$ cat config.mk
export PLATFORM = sky130hd
export DESIGN_NAME = fetch_unit
export DESIGN_NICKNAME = d
export VERILOG_FILES = /design/src/rtl/fetch_unit_pkg.sv /design/src/rtl/fetch_fifo.sv /design/src/rtl/fetch_unit.sv
export SDC_FILE = /design/constraint.sdc
export NUM_CORES = 1
export LEC_CHECK = 0
export BUFFER_PORTS_ARGS = -buffer_cell sky130_fd_sc_hd__buf_2
export CAP_MARGIN = 20
export CORE_MARGIN = 2
export CORE_UTILIZATION = 40
export DETAILED_ROUTE_END_ITERATION = 16
export MAX_ROUTING_LAYER = met4
export RECOVER_POWER = 25
export SYNTH_ARGS = -nofsm -noshare
export SYNTH_HDL_FRONTEND = slang
export SYNTH_HIERARCHICAL = 1
export SYNTH_SLANG_ARGS = --single-unit
$ cat constraint.sdc
create_clock -name clk -period 7.95 [get_ports clk]
set_clock_uncertainty 0.1 [all_clocks]
set_input_delay 0.795 -clock clk [delete_from_list [all_inputs] [get_ports clk]]
set_output_delay 0.795 -clock clk [all_outputs]
set_load 0.05 [all_outputs]
$ cat src/rtl/fetch_unit_pkg.sv
// fetch_unit_pkg: rv32i word/opcode types, fetch buffer entry and fetch FSM states
package fetch_unit_pkg;
  typedef logic [31:0] rv32i_word;
  typedef enum logic [6:0] {
    op_lui   = 7'b0110111,
    op_auipc = 7'b0010111,
    op_jal   = 7'b1101111,
    op_jalr  = 7'b1100111,
    op_br    = 7'b1100011,
    op_load  = 7'b0000011,
    op_store = 7'b0100011,
    op_imm   = 7'b0010011,
    op_reg   = 7'b0110011
  } rv32i_opcode;
  typedef struct packed {
    rv32i_word pc;
    rv32i_word instr;
    rv32i_word pred_pc;
  } fetch_entry_t;
  typedef enum logic [1:0] {IDLE, REQ, FLUSH_WAIT} fetch_state_t;
  function automatic rv32i_word jal_imm(input rv32i_word i);
    return {{12{i[31]}}, i[19:12], i[20], i[30:21], 1'b0};
  endfunction
endpackage

$ cat src/rtl/fetch_fifo.sv
// fetch_fifo: synchronous FIFO of fetch_entry_t with push/pop/clear, active-low sync reset
module fetch_fifo
  import fetch_unit_pkg::*;
#(
  parameter int DEPTH = 4
) (
  input  logic                     clk,
  input  logic                     rst,
  input  logic                     push_i,
  input  fetch_entry_t             din_i,
  input  logic                     pop_i,
  input  logic                     clear_i,
  output fetch_entry_t             dout_o,
  output logic                     full_o,
  output logic                     empty_o,
  output logic [$clog2(DEPTH):0]   count_o
);
  localparam int AW = $clog2(DEPTH);
  localparam logic [AW:0] FULL = (AW+1)'(DEPTH);
  fetch_entry_t mem_q [DEPTH];
  logic [AW-1:0] rd_q, wr_q;
  logic [AW:0] cnt_q;
  logic do_push, do_pop;
  assign do_pop = pop_i && cnt_q != '0;
  assign do_push = push_i && (cnt_q != FULL || do_pop);
  always_ff @(posedge clk) begin
    if (!rst || clear_i) begin
      rd_q <= '0;
      wr_q <= '0;
      cnt_q <= '0;
    end else begin
      if (do_push) wr_q <= wr_q + 1'b1;
      if (do_pop) rd_q <= rd_q + 1'b1;
      cnt_q <= cnt_q + (AW+1)'(do_push) - (AW+1)'(do_pop);
    end
  end
  always_ff @(posedge clk) begin
    if (rst && !clear_i && do_push) mem_q[wr_q] <= din_i;
  end
  assign dout_o = mem_q[rd_q];
  assign full_o = cnt_q == FULL;
  assign empty_o = cnt_q == '0;
  assign count_o = cnt_q;
endmodule

$ cat src/rtl/fetch_unit.sv
// fetch_unit: PC/fetch FSM, fetch buffer and redirect flush; FETCH_JAL_PREDICT_EN enables JAL target prediction
module fetch_unit
  import fetch_unit_pkg::*;
#(
  parameter rv32i_word RESET_PC = 32'h40000060,
  parameter int FBUF_DEPTH = 4
) (
  input  logic        clk,
  input  logic        rst,
  input  logic        instr_mem_resp,
  input  logic [31:0] instr_mem_rdata,
  output logic        instr_read,
  output logic [31:0] instr_mem_address,
  input  logic        redirect_valid,
  input  logic [31:0] redirect_pc,
  input  logic        iq_ready,
  output logic        fetch_valid,
  output logic [31:0] fetch_instr,
  output logic [31:0] fetch_pc,
  output logic [31:0] fetch_pred_pc
);
  localparam int CW = $clog2(FBUF_DEPTH) + 1;
  localparam logic [CW-1:0] DEPTH_C = CW'(FBUF_DEPTH);
  fetch_state_t state_q;
  rv32i_word pc_q, stale_q, pred_pc, target;
  logic push, pop, empty, full;
  logic [CW-1:0] count, count_d;
  fetch_entry_t entry_in, head;
`ifdef FETCH_JAL_PREDICT_EN
  assign pred_pc = instr_mem_rdata[6:0] == op_jal ? pc_q + jal_imm(instr_mem_rdata) : pc_q + 32'd4;
`else
  assign pred_pc = pc_q + 32'd4;
`endif
  assign target = redirect_pc & ~32'd3;
  assign push = state_q == REQ && instr_mem_resp && !redirect_valid;
  assign pop = !empty && iq_ready && !redirect_valid;
  assign count_d = count + CW'(push) - CW'(pop);
  assign entry_in = '{pc: pc_q, instr: instr_mem_rdata, pred_pc: pred_pc};
  fetch_fifo #(.DEPTH(FBUF_DEPTH)) u_fifo (
    .clk    (clk),
    .rst    (rst),
    .push_i (push),
    .din_i  (entry_in),
    .pop_i  (pop),
    .clear_i(redirect_valid),
    .dout_o (head),
    .full_o (full),
    .empty_o(empty),
    .count_o(count)
  );
  always_ff @(posedge clk) begin
    if (!rst) begin
      state_q <= IDLE;
      pc_q <= RESET_PC;
      stale_q <= RESET_PC;
    end else if (state_q == FLUSH_WAIT) begin
      if (redirect_valid) pc_q <= target;
      if (instr_mem_resp) state_q <= REQ;
    end else if (redirect_valid) begin
      pc_q <= target;
      stale_q <= pc_q;
      state_q <= state_q == REQ && !instr_mem_resp ? FLUSH_WAIT : REQ;
    end else if (state_q == IDLE) begin
      if (!full || pop) state_q <= REQ;
    end else if (instr_mem_resp) begin
      pc_q <= pred_pc;
      state_q <= count_d < DEPTH_C ? REQ : IDLE;
    end
  end
  assign instr_read = state_q != IDLE;
  assign instr_mem_address = state_q == FLUSH_WAIT ? stale_q : pc_q;
  assign fetch_valid = !empty;
  assign fetch_instr = head.instr;
  assign fetch_pc = head.pc;
  assign fetch_pred_pc = head.pred_pc;
endmodule

Word level (Yosys, flattened, before mapping)
Memory sizes are Yosys's and may differ from the RTL's. A register that Yosys moved wholly into a read port is not among the register bits.
Index checks and enable logic that the tools add are counted.
{"block": "word_totals", "regBits": 73, "latchBits": 0, "mem_bits_rw": 384, "romBits": 0, "in_bits": 69, "out_inout_bits": 130, "elab_cells": 68, "mem_count": 1}
{"block": "op_classes", "addsub": 7, "mul": 0, "div_mod_pow": 0, "n_lt_le_gt_ge": 1, "eq_ne": 8, "shifts": 0, "n_mux": 18, "bitwise": 1, "reduce_logical": 26}
{"name": "u_fifo.mem_q", "words": 4, "width": 96, "read_ports": 1, "rd_ports_with_merged_regs": 1, "wr": 1, "line_no": "fetch_fifo.sv:20", "source": "fetch_entry_t mem_q [DEPTH];"}
{"cell": "$mux 32", "count": 6}
{"cell": "$add 32x3->32 const B", "count": 1}
{"cell": "$mux 2", "count": 9}
{"cell": "$logic_and 1x1->1", "count": 9}
{"cell": "$add 3x1->3", "count": 2}
{"cell": "$ne 2x2->1 const B", "count": 3}
{"cell": "$reduce_and 3->1", "count": 2}
{"cell": "$reduce_bool 3->1", "count": 2}
{"cell": "$sub 3x1->3", "count": 2}
{"cell": "$logic_not 1->1", "count": 5}
{"cell": "$add 2x1->2 const B", "count": 2}
{"cell": "$ne 4x3->1 const B", "count": 1}
{"cell": "$reduce_bool 2->1", "count": 2}
{"cell": "$eq 3x3->1 const B", "count": 1}
{"cell": "$logic_not 3->1", "count": 1}
{"cell": "$logic_or 1x1->1", "count": 3}
{"cell": "$lt 3x3->1 const B", "count": 1}
{"cell": "$mux 1", "count": 3}
{"cell": "$ne 3x3->1 const B", "count": 1}
{"cell": "$eq 2x1->1 const B", "count": 1}
{"cell": "$eq 2x2->1 const B", "count": 1}
{"cell": "$logic_not 2->1", "count": 1}
{"cell": "$reduce_and 2->1", "count": 1}
{"cell": "$not 1->1", "count": 1}

Logic depth before layout (Yosys ltp)
Gate-level depths: netlist (run 1).
{"block": "logic_depth", "word_depth": 11, "ltp_mapped": 15}

Modules after synthesis
The synthesis (run 1) kept the hierarchy.
{"mod": "fetch_fifo", "instances": 1, "cells_each": 551, "area_each_um2": 14276.2}
{"mod": "fetch_unit", "instances": 1, "cells_each": 572, "area_each_um2": 4015.1}

Worst setup path before layout (run 1)
Ideal clock, no wire load.
{"block": "synth_path", "path_type": "input port to flip-flop", "start": "input redirect_valid", "end": "memory u_fifo/mem_q[0][0] in the netlist's numbering, enable pin", "setup_time_ns": 0.466, "t_arrival_ns": 4.442, "t_required_ns": 7.384, "path_slack_ns": 2.942, "cell_stages": 9, "n_path_buf": 4, "path_cell_list": "clkbuf_1 inv_1 clkbuf_1 clkbuf_1 and2_1 or4b_1 and2_4 buf_6 and3_1"}
{"block": "synth_via", "elab_chain_cells": 8, "elab_cells_between_ends": 10, "cone_classes": "2 x mux; 8 x reduce/logical"}
{"item": "from (decl)", "line_no": "fetch_unit.sv:14", "source": "input logic redirect_valid,"}
{"item": "$logic_not 1->1", "line_no": "fetch_unit.sv:36", "source": "assign pop = !empty && iq_ready && !redirect_valid;"}
{"item": "$logic_and 1x1->1", "line_no": "fetch_unit.sv:36"}
{"item": "via pop", "line_no": "fetch_unit.sv:26", "source": "logic push, pop, empty, full;"}
{"item": "$logic_and 1x1->1", "line_no": "fetch_fifo.sv:24", "source": "assign do_pop = pop_i && cnt_q != '0;"}
{"item": "$logic_or 1x1->1", "line_no": "fetch_fifo.sv:25", "source": "assign do_push = push_i && (cnt_q != FULL || do_pop);"}
{"item": "$logic_and 1x1->1", "line_no": "fetch_fifo.sv:25"}
{"item": "$logic_and 1x1->1", "line_no": "fetch_fifo.sv:38", "source": "if (rst && !clear_i && do_push) mem_q[wr_q] <= din_i;"}
{"item": "$mux 1", "line_no": "fetch_fifo.sv:38"}
{"item": "$mux 1 (not written as such)", "line_no": "fetch_fifo.sv:38"}
{"item": "to (decl)", "line_no": "fetch_fifo.sv:20"}
The timed path passes the listed nets, and every way through them passes these cells.

Worst setup path after layout (run 1)
{"block": "layout_path", "start": "input redirect_valid", "end": "memory u_fifo/mem_q[2][53] in the netlist's numbering, enable pin"}
{"block": "layout_via", "elab_cells_between_ends": 10, "cone_classes": "2 x mux; 8 x reduce/logical"}
{"item": "$logic_not 1->1", "line_no": "fetch_unit.sv:35", "source": "assign push = state_q == REQ && instr_mem_resp && !redirect_valid;"}
{"item": "$logic_and 1x1->1", "line_no": "fetch_unit.sv:35"}
{"item": "via push", "line_no": "fetch_unit.sv:26"}
{"item": "$logic_and 1x1->1", "line_no": "fetch_fifo.sv:25"}
{"item": "$logic_and 1x1->1", "line_no": "fetch_fifo.sv:38"}
{"item": "$mux 1", "line_no": "fetch_fifo.sv:38"}
{"item": "$mux 1 (not written as such)", "line_no": "fetch_fifo.sv:38"}
The timed path passes the listed nets, and every way through them passes these cells.

==> flow_summary.toml, run 1 <==
[route]
drt.antenna.violating_nets = 0
viasPerCell = 5.295
drc = 0
wire_per_inst_um = 21.85
first_iter_violations = 820
drtPass1Iterations = 5
vias = 10370
postRouteWirelength_um = 42800

[worst_setup_path]
cp_cell_sequence = "buf_2 > a21oi_2 > nor3_1 > and2_4 > and3_4 > buf_4"
path_class = "input pin to flop"
critPathCaptureType = "flop"
slowest_stage = "and3_4"
cpPeakStageDelay_ns = 0.86
worstSetupStartpointType = "input pin"
cp.arrival_ns = 4.00
required_ns = 8.05
cp_max_fo = 52

[clock_tree]
cts_root_buffer = "clkbuf_16"
cts_resized = 0
cts_tree = "yes"
worstSkewPairLatency_ns = 0.58
clock_path_buffers = 3
cts_setup_buffers = 0
cts.clk_slew.worst_paths_ns = 0.06
htreeDepth = 2
hold_buffers = 0
cts_buffers = 49
cts_sinks = 455

[sta]
fin_ws_ns = 4.054
slew_viol_final = 0
setup_viol = 0
period_share_pct = 49.00
min_period_ns = 3.896
rsz0062_at_grt = "false"
hold_viol = 0
finalSetupTns_ns = 0
max_freq_ghz = 0.2567
fin_hold_ws_ns = 0.3665
slew-limit-headroom_pct = 28.27
tightest_slew_ns = 1.067

[logic_synthesis]
synth_warnings = 6
synth_seq_area_share_pct = 70.81
synth_ff_type = "edfxtp_1"
synth_cell_type_count = 65
syn-cell-area_um2 = 18290
synth_top_area_cell = "edfxtp_1"
synthCells = 1123
synth_area_leaders = "edfxtp_1 (63%), mux4_2 (12%), dfxtp_1 (7.8%)"
synth_area_per_cell_um2 = 16.29
ys_async_sr_fraction_pct = 0
synth_edf_count = 384
synth_top_area_share_pct = 63.04
ys_seq_elements = 455

[layout]
num-nets-final = 1398
fin_util_pct = 47.27
n_antenna_cell = 0
drive_gt1_share_pct = 27.08
design_area_um2 = 21410
area_growth_pct = 17.03
num-fill-cells = 3955

[floorplan]
dieWidth_um = 217.8
ios = 199
core-area_um2 = 45280
rows = 78
die-area_um2 = 47450
die_h_um = 217.8
start_util_pct = 40.39

[global_route]
grt_pass1_vias = 10170
grt_pass1_wl_um = 63660
grt_start_max_net_pins = 74
grt_antenna_before_repair = 0
grt.overflow.total = 0
track_usage_pct = 18.62

[placed_design]
dpl_cell_area_um2 = 19880
hpwl_um = 25820
gp_congestion = 0.7738
io_buffer_count = 194
post-place-ws_ns = 3.451

[status]
status = "finished, final reports clean"

[power]
vdd_drop_max_uv = 150.9
p_per_area_nw_per_um2 = 240.1
leakage_nw = 7.250

[min_path]
min_path_type = "flop to flop"

[job]
drv_cap = 0
[flip-flops by register name, indices dropped and copies added, names as in the netlist, named ones only]
| signal | cells |
|---|---|
| pc_q | 30 |
| stale_q | 30 |
| state_q | 2 |
| u_fifo/count_o | 3 |
| u_fifo/mem_q | 384 |
| u_fifo/rd_q | 2 |
| u_fifo/wr_q | 2 |
[per-stage QoR]
step / cells / total power, mW
after CTS: 1959 / 5.207
after global placement: 1869 / 2.982
final: 1959 / 5.141
after floorplan: 1140 / 2.889
after detailed placement: 1869 / 2.989
after global routing: 1959 / 5.316
[synth_stat cells, types with 2 or more instances]
cell type    n
a2bb2oi_1    2
edfxtp_1   384
nor3_2       2
o21ai_0     22
nand2_1    185
and2_1       5
buf_1        5
a31oi_1      2
nor2b_1      4
nor4_4       2
xnor2_1     24
o21a_1       6
o311a_1      2
xor2_1      18
inv_1       13
clkbuf_1    47
o211a_1      4
ha_1         8
a21oi_1     23
nor3b_1      4
a21boi_0    28
dfxtp_1     71
nand2b_1     4
buf_6        2
nand3_1     31
nand4_1     12
o211ai_1     2
nor2_1      27
and3_1       8
mux4_2      96
o31ai_1      4
and4_1       7
buf_2       20
mux2i_1      3
or3_1        2
buf_4        3
nor3_1       9
or4_1        2
or4b_1       2
o22ai_1      3
[layout make-up]
cell class / count / area [um^2] / share of cell area, %
Inverter: 14 / 52.55 / 0.2455
Tap cell: 600 / 750.7 / 3.507
Multi-Input combinational cell: 594 / 5040 / 23.54
Sequential cell: 455 / 12960 / 60.54
Clock inverter: 31 / 264.0 / 1.233
Clock buffer: 59 / 1306 / 6.102
Timing Repair Buffer: 206 / 1033 / 4.828
[cell families after synthesis]
family          count (synthesis)  synth area share, %
other cells                     1              0.02050
mux                            99                11.98
fa+ha+maj                       9               0.6567
xor+xnor                       42                2.011
compound gates                108                3.947
simple gates                  318                8.421
buf+inv                        91                2.148
flops                         455                70.81
[cell usage in the layout (no fill, tap or decap), drive strengths merged, types with 22 or more instances in the layout]
cell	n
mux4	96
a21boi	28
o21ai	22
nand3	31
nor2	27
a21oi	23
dfxtp	71
buf	174
nand2	185
edfxtp	384
clkinv	23
xnor2	24
clkbuf	91
[worst paths after layout]
check                               startpoint                   to  slack [ns]  cells past startpoint
worst min-delay path               stale_q[17]          stale_q[17]        0.37                      2
worst max register to register      state_q[0]  u_fifo/mem_q[2][53]        4.30                      5
worst min register to register     stale_q[17]          stale_q[17]        0.37                      2
worst max-delay path            redirect_valid  u_fifo/mem_q[2][53]        4.05                      6
[where the power goes]
part | leakage, nW | switching [mW] | internal [mW] | total [mW]
clock | 0.778 | 0.905 | 1.30 | 2.21
sequential | 4.05 | 0.0448 | 2.62 | 2.67
combinational | 2.42 | 0.196 | 0.0718 | 0.268
total | 7.25 | 1.15 | 3.99 | 5.14
[critical path: cells and delay by family]
kind	cells	cell delay (ns)
AND/OR/NAND/NOR	3	1.59
AO/OA/AOI/OAI	1	0.32
buffers and inverters	2	1.23
[per-layer routing]
layer	global-route usage (%)	wire length [um]	part of all wire, %	vias up
met5	-	0	0	-
met4	4.943	736	1.7	0
met3	3.543	3066	7.2	58
met2	28.89	20350	48	348
met1	25.35	18650	44	5281
li1	-	-	-	4686
Note: power is estimated with default switching activity, not from simulation.
==> run 2, diff against run 1 <==
==> constraint.sdc (replaced) <==
create_clock -name clk -period 3.6 [get_ports clk]
set_clock_uncertainty 0.1 [all_clocks]
set_input_delay 0.36 -clock clk [delete_from_list [all_inputs] [get_ports clk]]
set_output_delay 0.36 -clock clk [all_outputs]
set_load 0.05 [all_outputs]
==> run 2 against run 1 <==
Against the previous run:
- power increased by 130%
- first-iteration DRC count decreased by 4.1%
- clock-buffer cell count increased by 1
- via count increased by 2.4%
- critical path depth decreased by 1
- combinational power increased by 140%
- critical endpoint is now instr_mem_address[27]
==> flow_summary.toml, run 2 (same netlist as run 1, synthesis figures left out) <==
[layout]
n_antenna_cell = 0
num-nets-final = 1463
reg.largest.list = "u_fifo/mem_q (384), pc_q (30), stale_q (30)"
fin_util_pct = 48.99
top_register = "u_fifo/mem_q"
area_growth_pct = 21.29
largest_reg_flops = 384
final_common_cell = "edfxtp_1"
design_area_um2 = 22190
layout_common_cells = "edfxtp_1 (384), nand2_1 (185), buf_2 (162)"
drive_gt1_share_pct = 26.83

[clock_tree]
worstSkewPairLatency_ns = 0.58
cts_resized = 0
cts_tree = "yes"
htreeDepth = 2
cts.clk_slew.worst_paths_ns = 0.06
cts_root_buffer = "clkbuf_16"
clock_path_buffers = 3
cts_buffers = 49
cts_sinks = 455
cts_setup_buffers = 0

[placed_design]
dpl_cell_area_um2 = 20120
hpwl_um = 27340
io_buffer_count = 194
gp_congestion = 0.8184

[sta]
hold_viol = 0
min_period_ns = 3.200
slew-limit-headroom_pct = 36.82
tightest_slew_ns = 0.9435
rsz0062_at_grt = "false"
slew_viol_final = 0
fin_hold_ws_ns = 0.04719
finalSetupTns_ns = 0
period_share_pct = 88.90
setup_viol = 0
max_freq_ghz = 0.3125

[floorplan]
dieWidth_um = 217.8
die-area_um2 = 47450
die_h_um = 217.8
core-area_um2 = 45280
rows = 78
ios = 199
start_util_pct = 40.39

[global_route]
track_usage_pct = 19.02
grt.overflow.total = 0
grt_pass1_wl_um = 65160
grt_antenna_before_repair = 0
grt_start_max_net_pins = 71
grt_pass1_vias = 10910

[worst_setup_path]
crit_path_end = "instr_mem_address[27]"
ff2ff_path_depth = 12
cp.arrival_ns = 2.74
cp.depth = 5
path_buf_inv = 2
path_class = "flop to output pin"
timing.critical_path.mode_cell = "nand2_1"
r2r_setup_slack_ns = 0.72
cp_cell_sequence = "nor2b_2 > buf_4 > nand2_1 > nand2_1 > buf_2"
rr_startpoint = "u_fifo/count_o[1]"
cp_max_fo = 19
cpPeakStageDelay_ns = 0.81
r2r_end = "u_fifo/count_o[2]"
cp_top_family = "simple AND/OR/NAND/NOR gates"
worstSetupStartpointType = "flop"
critPathCaptureType = "output pin"
startpoint = "state_q[1]"
slowest_stage = "nor2b_2"
required_ns = 3.14

[job]
drv_cap = 0

[route]
vias = 10620
postRouteWirelength_um = 43580
viasPerCell = 5.248
drc = 0
drt.antenna.violating_nets = 0
drtPass1Iterations = 5
wire_per_inst_um = 21.53
first_iter_violations = 786

[power]
p_per_area_nw_per_um2 = 526.8
leakage_nw = 7.589
fin_total_pwr_mw = 11.69
vdd_drop_max_uv = 278.2

[status]
status = "finished, final reports clean"

[min_path]
hp-start = "redirect_pc[28]"
min_path_type = "input pin to flop"
[run 2: changes by cell type in the layout (fill, tap and decap cells not counted), sizes merged]
| cell | before | now |
|---|---|---|
| inv | 16 | 17 |
| dlygate4sd3 | 0 | 46 |
| clkinv | 23 | 18 |
| clkinvlp | 2 | 1 |
| bufinv | 4 | 8 |
| clkbuf | 91 | 96 |
| buf | 174 | 189 |
[run 2: worst min path at each step]
stage	endpoint	cells past startpoint
after global placement	stale_q[25]	2
after global routing	pc_q[13]	3
after floorplan	state_q[1]	1
after detailed placement	stale_q[22]	2
after CTS	pc_q[17]	3
final	pc_q[28]	3
[run 2: per-stage QoR]
stage,worst slack [ns],instances
after floorplan,0.1021,1140
after global placement,0.7445,1887
after detailed placement,0.7483,1888
final,0.3997,2024
after global routing,0.2523,2024
after CTS,0.3843,2024
[run 2: per-layer routing]
metal  vias up  GRT usage (%)  part of all wire, %
met5         -              -                    0
met3        74          3.905                  6.8
met2       337          29.60                   48
met4         0          5.918                  2.3
met1      5402          25.28                   43
li1       4808              -                    -
[run 2: worst reg2reg max path: stages (launching register included)]
cell     delay [ns]
dfxtp_1        0.42
nor3_1         0.27
nor2b_1        0.09
and2_1         0.20
or4b_1         0.50
and2_4         0.22
a21o_1         0.18
ha_1           0.17
inv_1          0.06
fa_1           0.17
xor2_1         0.19
and2_1         0.15
nor3_1         0.04
[run 2: report_power, final]
part | switching (mW) | leakage (nW) | internal (mW)
clock network | 2.01 | 0.822 | 3.15
registers | 0.0885 | 4.05 | 5.79
logic | 0.450 | 2.72 | 0.198
[run 2: layout make-up]
class                           instances  area, um^2
Fill cell                            3905       23100
Sequential cell                       455       12960
Multi-Input combinational cell        594        5034
Timing Repair Buffer                  271        1725
Clock buffer                           60        1308
Tap cell                              600       750.7
Clock inverter                         30       355.3
Inverter                               14       52.55
[run 2: repair_timing]
| action | in CTS | in global routing |
|---|---|---|
| hold endpoints to repair | 142 | 0 |
| endpoints found under the setup margin | 0 | 0 |
| hold buffers | 46 | 0 |
==> run 3, diff against run 2 <==
==> constraint.sdc (replaced) <==
create_clock -name clk -period 3.7 [get_ports clk]
set_clock_uncertainty 0.1 [all_clocks]
set_input_delay 0.37 -clock clk [delete_from_list [all_inputs] [get_ports clk]]
set_output_delay 0.37 -clock clk [all_outputs]
set_load 0.05 [all_outputs]
==> run 3 against run 2 <==
Against the previous run:
- worst hold slack lost 0.012 ns
- critical path type unchanged
- sequential power fell by 3%
- critical path depth stayed put
- largest cell class unchanged
- routed wire length down 1.3%
- worst setup slack improved by 0.16 ns
- via count down 0.44%
- die area did not move
- first-iteration DRC count is 3.1% higher
- non-clock buffer count grew 1
- clock-buffer cell count up 7
- sequential share of layout area is 0.42 points higher
==> flow_summary.toml, run 3 (same netlist as run 1, synthesis figures left out) <==
[worst_setup_path]
cp.arrival_ns = 2.67
required_ns = 3.23
worstSetupStartpointType = "flop"
critPathCaptureType = "output pin"
cp_max_fo = 17
path_class = "flop to output pin"
ff2ff_path_depth = 12
r2r_setup_slack_ns = 0.86

[global_route]
grt_antenna_before_repair = 0
track_usage_pct = 18.84
grt_pass1_vias = 10700
grt.overflow.total = 0
grt_pass1_wl_um = 64940
grt_start_max_net_pins = 97

[floorplan]
dieWidth_um = 217.8
die_h_um = 217.8
rows = 78
ios = 199
start_util_pct = 40.39
core-area_um2 = 45280
die-area_um2 = 47450

[clock_tree]
cts_buffers = 48
cts_resized = 0
worstSkewPairLatency_ns = 0.57
hold_buffers = 43
htreeDepth = 2
clock_path_buffers = 3
cts_root_buffer = "clkbuf_16"
cts_tree = "yes"
cts_sinks = 455
cts_setup_buffers = 0
cts.clk_slew.worst_paths_ns = 0.06

[sta]
setup_viol = 0
tightest_slew_ns = 0.7810
fin_hold_ws_ns = 0.03528
rsz0062_at_grt = "false"
max_freq_ghz = 0.3188
finalSetupTns_ns = 0
period_share_pct = 84.76
slew-limit-headroom_pct = 47.93
min_period_ns = 3.136
slew_viol_final = 0
hold_viol = 0

[route]
vias = 10570
first_iter_violations = 810
viasPerCell = 5.224
drtPass1Iterations = 5
wire_per_inst_um = 21.26
drt.antenna.violating_nets = 0
postRouteWirelength_um = 43020
drc = 0

[min_path]
min_path_cells = 3
min_path_type = "input pin to flop"

[layout]
final_common_cell = "edfxtp_1"
num-nets-final = 1463
top_register = "u_fifo/mem_q"
n_antenna_cell = 0
area_growth_pct = 20.41
largest_reg_flops = 384
drive_gt1_share_pct = 25.84
reg.largest.list = "u_fifo/mem_q (384), pc_q (30), stale_q (30)"
layout_common_cells = "edfxtp_1 (384), nand2_1 (185), buf_2 (162)"

[placed_design]
hpwl_um = 26770
io_buffer_count = 194
gp_congestion = 0.8165

[status]
status = "finished, final reports clean"

[power]
leakage_nw = 7.485
vdd_drop_max_uv = 266.2
p_per_area_nw_per_um2 = 501.1

[job]
drv_cap = 0
run 3: worst paths after layout:
check | from | to
max | state_q[0] | instr_mem_address[27]
min | redirect_pc[26] | pc_q[26]
max reg2reg | u_fifo/count_o[1] | u_fifo/count_o[2]
min reg2reg | stale_q[8] | stale_q[8]
run 3: per-stage QoR:
| step | power [mW] | cell area, um^2 | setup WS, ns | util [%] | std cells |
|---|---|---|---|---|---|
| floorplan | 6.205 | 18360 | 0.1921 | - | 1140 |
| global placement | 6.425 | 20140 | 0.8388 | 44.47 | 1891 |
| detailed placement | 6.442 | 20150 | 0.8008 | 44.49 | 1892 |
| CTS | 11.17 | 22110 | 0.5645 | 48.82 | 2024 |
| global route | 11.41 | 22020 | 0.4745 | 48.64 | 2024 |
| finish | 11.04 | 22020 | 0.5637 | 48.64 | 2024 |
run 3: final cells by class:
class / count / area, um^2
fill: 3942 / 23260
sequential: 455 / 12960
multi-input combinational: 594 / 5034
timing repair buffer: 272 / 1699
clock buffer: 67 / 1314
tap: 600 / 750.7
clock inverter: 22 / 215.2
inverter: 14 / 52.55
run 3: routing by layer:
metal	share of wire, %	vias to the layer above	global-route usage, %
li1	-	4811	-
met1	45	5339	25.88
met2	47	352	28.93
met3	6.3	72	3.654
met4	2.4	0	5.034
met5	0	-	-
run 3: power by group:
| group | switching, mW | leakage [nW] | internal (mW) |
|---|---|---|---|
| clock network | 1.93 | 0.735 | 2.76 |
| registers | 0.0682 | 4.05 | 5.63 |
| logic | 0.460 | 2.70 | 0.193 |
run 3: critical path, stage by stage (launching register included):
cell      delay (ns)
dfxtp_1         0.47
nand2b_1        0.67
buf_4           0.39
nand2_1         0.09
nand2_1         0.17
buf_2           0.30
